## src/rtl/control_unit.sv

```systemverilog
// Moore control unit for a simple multi-cycle datapath.
// Sequences fetch, decode, ALU and mul/div execute steps, with halt support.
module control_unit (
    input  logic        Clock,
    input  logic        Clear,
    input  logic [31:0] IR,
    input  logic        Stop,
    output logic        PCout,
    output logic        MARin,
    output logic        IncPC,
    output logic        PCin,
    output logic        Read,
    output logic        MDRin,
    output logic        MDRout,
    output logic        IRin,
    output logic        Gra,
    output logic        Grb,
    output logic        Grc,
    output logic        Rin,
    output logic        Rout,
    output logic        Yin,
    output logic        Zin,
    output logic        Zlowout,
    output logic        Zhighout,
    output logic        LOin,
    output logic        HIin,
    output logic [4:0]  opcode,
    output logic        Run
);

    typedef enum logic [3:0] {
        S_RST,
        S_T0,
        S_T1,
        S_T2,
        S_DEC,
        S_A3,
        S_A4,
        S_A5,
        S_M3,
        S_M4,
        S_M5,
        S_M6,
        S_HALT
    } state_t;

    localparam logic [4:0] OP_ADD  = 5'b00011;
    localparam logic [4:0] OP_ROL  = 5'b01011;
    localparam logic [4:0] OP_MUL  = 5'b01111;
    localparam logic [4:0] OP_DIV  = 5'b10000;
    localparam logic [4:0] OP_HALT = 5'b11011;

    state_t     state_q;
    state_t     state_d;
    state_t     boundary_next;
    logic [4:0] ir_op;
    logic       is_alu;
    logic       is_muldiv;
    logic       is_halt;
    logic       unused_ir;

    assign ir_op     = IR[31:27];
    assign unused_ir = ^IR[26:0];

    assign is_alu    = (ir_op >= OP_ADD) && (ir_op <= OP_ROL);
    assign is_muldiv = (ir_op == OP_MUL) || (ir_op == OP_DIV);
    assign is_halt   = (ir_op == OP_HALT);

    // Stop is only honoured where one instruction ends and the next would begin.
    assign boundary_next = Stop ? S_HALT : S_T0;

    always_ff @(posedge Clock or negedge Clear) begin
        if (!Clear) begin
            state_q <= S_RST;
        end else begin
            state_q <= state_d;
        end
    end

    always_comb begin
        state_d  = state_q;
        PCout    = 1'b0;
        MARin    = 1'b0;
        IncPC    = 1'b0;
        PCin     = 1'b0;
        Read     = 1'b0;
        MDRin    = 1'b0;
        MDRout   = 1'b0;
        IRin     = 1'b0;
        Gra      = 1'b0;
        Grb      = 1'b0;
        Grc      = 1'b0;
        Rin      = 1'b0;
        Rout     = 1'b0;
        Yin      = 1'b0;
        Zin      = 1'b0;
        Zlowout  = 1'b0;
        Zhighout = 1'b0;
        LOin     = 1'b0;
        HIin     = 1'b0;
        opcode   = 5'b00000;
        Run      = 1'b1;

        unique case (state_q)
            S_RST: begin
                Run     = 1'b0;
                state_d = S_T0;
            end
            S_T0: begin
                PCout   = 1'b1;
                MARin   = 1'b1;
                IncPC   = 1'b1;
                PCin    = 1'b1;
                state_d = S_T1;
            end
            S_T1: begin
                Read    = 1'b1;
                MDRin   = 1'b1;
                state_d = S_T2;
            end
            S_T2: begin
                MDRout  = 1'b1;
                IRin    = 1'b1;
                state_d = S_DEC;
            end
            S_DEC: begin
                if (is_alu) begin
                    state_d = S_A3;
                end else if (is_muldiv) begin
                    state_d = S_M3;
                end else if (is_halt) begin
                    state_d = S_HALT;
                end else begin
                    state_d = boundary_next;
                end
            end
            S_A3: begin
                Grb     = 1'b1;
                Rout    = 1'b1;
                Yin     = 1'b1;
                state_d = S_A4;
            end
            S_A4: begin
                Grc     = 1'b1;
                Rout    = 1'b1;
                Zin     = 1'b1;
                opcode  = ir_op;
                state_d = S_A5;
            end
            S_A5: begin
                Zlowout = 1'b1;
                Gra     = 1'b1;
                Rin     = 1'b1;
                state_d = boundary_next;
            end
            // mul/div takes ra as first operand and writes HI/LO, not a register
            S_M3: begin
                Gra     = 1'b1;
                Rout    = 1'b1;
                Yin     = 1'b1;
                state_d = S_M4;
            end
            S_M4: begin
                Grb     = 1'b1;
                Rout    = 1'b1;
                Zin     = 1'b1;
                opcode  = ir_op;
                state_d = S_M5;
            end
            S_M5: begin
                Zlowout = 1'b1;
                LOin    = 1'b1;
                state_d = S_M6;
            end
            S_M6: begin
                Zhighout = 1'b1;
                HIin     = 1'b1;
                state_d  = boundary_next;
            end
            S_HALT: begin
                Run     = 1'b0;
                state_d = S_HALT;
            end
            default: begin
                Run     = 1'b0;
                state_d = S_RST;
            end
        endcase
    end

endmodule

```

## config.mk

```make
export PLATFORM = sky130hd
export DESIGN_NAME = control_unit
export DESIGN_NICKNAME = d
export VERILOG_FILES = /design/src/rtl/control_unit.sv
export SDC_FILE = /design/constraint.sdc
export NUM_CORES = 1
export LEC_CHECK = 0
export BUFFER_PORTS_ARGS = -buffer_cell sky130_fd_sc_hd__clkbuf_2
export CAP_MARGIN = 20
export CORE_MARGIN = 8
export CORE_UTILIZATION = 37
export DETAILED_ROUTE_END_ITERATION = 12
export PLACE_DENSITY_LB_ADDON = 0.2
export SYNTH_ARGS = -nofsm -noshare
export SYNTH_HDL_FRONTEND = slang
export SYNTH_SLANG_ARGS = --single-unit
export TNS_END_PERCENT = 30
```

## constraint.sdc

```tcl
create_clock -name Clock -period 4.2 [get_ports Clock]
set_clock_uncertainty 0.05 [all_clocks]
set_input_delay 0.63 -clock Clock [delete_from_list [all_inputs] [get_ports Clock]]
set_output_delay 0.63 -clock Clock [all_outputs]
set_load 0.03 [all_outputs]
```

==> flow_summary.yaml <==
status:
  status: "finished, final reports clean"
cells_and_area:
  flip_flop_count_of_the_largest_register_all_copies_and_words_added: 4
  fill_cells: 161
  biggestRegsByFlops: "state_q (4)"
  multiInputGateArea_um2: 369
  antenna_cells: 0
  sequential_cell_area_um2: 100
  drive_above_1_share_pct: 37.7
  area_growth_pct: 20.7
  largest_register: "state_q"
  final_nets: 143
routing:
  number_of_design_rule_violations_left_after_detail_routing: 0
  detailroute.via_count: 634
  postRouteAntennaNets: 0
  wl_per_cell_um: 13.0
  drt-vias-per-instance: 5.20
  wl_um: 1590
  initialDrtViolationCount: 9
  detail_route.first_pass.iterations: 3
yosys:
  synth_enable_flop_cells: 0
  synth.net_count: 118
  synth_compound_gate_area_share_pct: 26.2
  fraction_of_registers_with_async_set_or_reset_after_synthesis_pct: 100
  yosys.area_share.simple_pct: 36.7
  syn-cell-area_um2: 569
  post_synth_main_area_contributors: "sky130_fd_sc_hd__dfrtp_1, sky130_fd_sc_hd__buf_4, sky130_fd_sc_hd__nor2_1"
  dominantRegCellSynth: "sky130_fd_sc_hd__dfrtp_1"
  synthMostInstantiatedCell: "sky130_fd_sc_hd__nor2_1"
  synth_top_family_by_area: "simple AND/OR/NAND/NOR gates"
  muxShareOfSynthArea_pct: 1.98
  syn-mean-instance-area_um2: 6.86
  synth_cell_types: 31
  synth_seq_area_share_pct: 17.6
  synth_xor_area_share_pct: 0
  synth_top_cell_area_share_pct: 17.6
  yosys_warnings: 0
  yosys_top_cell_by_area: "sky130_fd_sc_hd__dfrtp_1"
  commonest_cells_in_the_synthesized_netlist: "sky130_fd_sc_hd__nor2_1, sky130_fd_sc_hd__buf_4, sky130_fd_sc_hd__nand2_1"
  postSynthCellCount: 83
  synth_register_bits: 4
  synthAdderAreaFrac_pct: 0
cts:
  cts_root_buffer: "sky130_fd_sc_hd__clkbuf_4"
  cts-root-to-sink-buffers: 2
  clock_insertion_delay_worst_skew_ns: 0.24
  postCtsSetupBuffers: 0
  cts_resized: 0
  cts_tree: "yes"
  tritoncts_num_sinks: 4
  numCtsBuffers: 3
  clk_pin_slew_worst_paths_ns: 0.04
  clock_tree.htree_level_count: 1
  postCtsHoldBufs: 0
global_route:
  grt_overflow: 0
  grt.total_usage_pct: 9.86
  number_of_antenna_violations_at_the_first_check_in_global_routing: 0
  grt_pass1_vias: 613
  grt_max_degree: 15
  grt_first_pass_wirelength_um: 2680
critical_path:
  crit_type: "register to output port"
  critPathArrivalTime_ns: 1.83
  timing.critical_path.required_ns: 3.52
  endpoint_of_the_worst_slack_reg_to_reg_timing_path: "state_q[3]"
  end_kind: "output port"
  cp_cell_sequence: "nand2b_1 -> nor2_1 -> nor2_1 -> o21ai_1 -> clkbuf_2"
  cpLargestDelayFamily: "simple AND/OR/NAND/NOR gates"
  timing.reg2reg.worst_path_depth: 4
  crit_path_max_fanout: 14
  critPathMaxStageDelay_ns: 0.57
  ff2ff_setup_slack_ns: 2.73
  path_common_cell: "sky130_fd_sc_hd__nor2_1"
  worstReg2RegStart: "state_q[0]"
  worst_path_max_delay_cell: "sky130_fd_sc_hd__dfrtp_1"
  timing.critical_path.from_type: "register"
  critical_path.n_buffers_inverters: 1
placement:
  numPortBuffers: 32
  dp_hpwl_um: 1260
  routabilityCongestion: 0.818
timing:
  finalWorstPathRequiredPeriod_ns: 2.51
  final_hold_violations: 0
  timing.setup.tns_ns: 0
  timing.final.crit_share_pct: 59.8
  rsz0062_at_grt: "false"
  fmax_mhz: 398
  hold_slack_ns: 0.139
  slew_headroom_pct: 70.0
  max_slew_violation_count: 0
  setup-violations-final: 0
  worst_slew_pin_slew_ns: 0.448
floorplanning:
  design.core.area_um2: 1470
  dieWidth_um: 55.2
  floorplan.io_pins: 60
  starting_density_of_the_core_pct: 38.7
  die_height_um: 55.2
  rows: 14
  die_area_um2: 3050
min_path:
  worstHoldPathType: "input port to asynchronous set/reset pin"
power:
  design_power_total_uw: 563
  power_per_cell_area_nw_per_um2: 819
  power.leakage_nw: 0.341
  worst_ir_drop_vdd_mv: 0.387
run:
  max_cap_viol_count: 0
[power by group]
part	internal, mW	total (mW)	leakage (nW)	switching (mW)
registers	0.0557	0.109	0.0502	0.0528
clock network	0.0319	0.0476	0.0138	0.0156
logic	0.126	0.407	0.277	0.280
[logic make-up (layout without fill, tap and decap cells)]
family,count (synthesis),after routing
simple gates,40,40
flops,4,4
buf+inv,16,39
mux,1,1
compound gates,22,22
[cells in the final DEF, fill, tap and decap left out, drive strengths merged, types with 2 or more instances in the layout]
| master | synthesis | final |
|---|---|---|
| o22ai | 3 | 3 |
| nor2 | 12 | 12 |
| nand2 | 6 | 6 |
| nand4b | 2 | 2 |
| nand2b | 5 | 5 |
| or2 | 2 | 2 |
| nor2b | 5 | 5 |
| o21ai | 5 | 5 |
| a21boi | 3 | 3 |
| clkbuf | 1 | 35 |
| nand3 | 3 | 3 |
| inv | 4 | 4 |
| a21oi | 3 | 3 |
| dfrtp | 4 | 4 |
| a31oi | 2 | 2 |
| nor3 | 3 | 3 |
[worst max path at each step]
stage | startpoint | to | slack, ns | cells past startpoint
after global placement | state_q[3] | Rout | 1.93 | 5
after CTS | state_q[0] | Rout | 1.68 | 5
after floorplan | state_q[0] | MDRout | 1.73 | 4
final | state_q[0] | Rout | 1.69 | 5
after global routing | state_q[0] | Rout | 1.52 | 5
after detailed placement | state_q[0] | Rout | 1.94 | 5
[per-stage QoR]
step / instances / area [µm²] / setup WS [ns] / util, %
4_1_cts: 122 / 687 / 1.68 / 46.7
6_report: 122 / 687 / 1.69 / 46.7
2_1_floorplan: 83 / 569 / 1.73 / -
5_1_grt: 122 / 687 / 1.52 / 46.7
3_5_place_dp: 119 / 664 / 1.94 / 45.2
3_3_place_gp: 119 / 664 / 1.93 / 45.2
[area by class of cell]
class	instances	share of cell area [%]
Clock buffer	3	3.28
Inverter	4	2.19
Multi-Input combinational cell	63	53.7
Sequential cell	4	14.6
Tap cell	16	2.91
Timing Repair Buffer	32	23.3
[layer usage]
| layer | GRT usage [%] | vias up | part of all wire, % |
|---|---|---|---|
| met5 | 0 | - | 0 |
| met4 | 2.11 | 0 | 0 |
| met3 | 5.02 | 0 | 10 |
| met2 | 15.7 | 24 | 42 |
| met1 | 11.5 | 275 | 48 |
| li1 | - | 335 | - |
No activity file was read; power rests on OpenSTA's default activity.
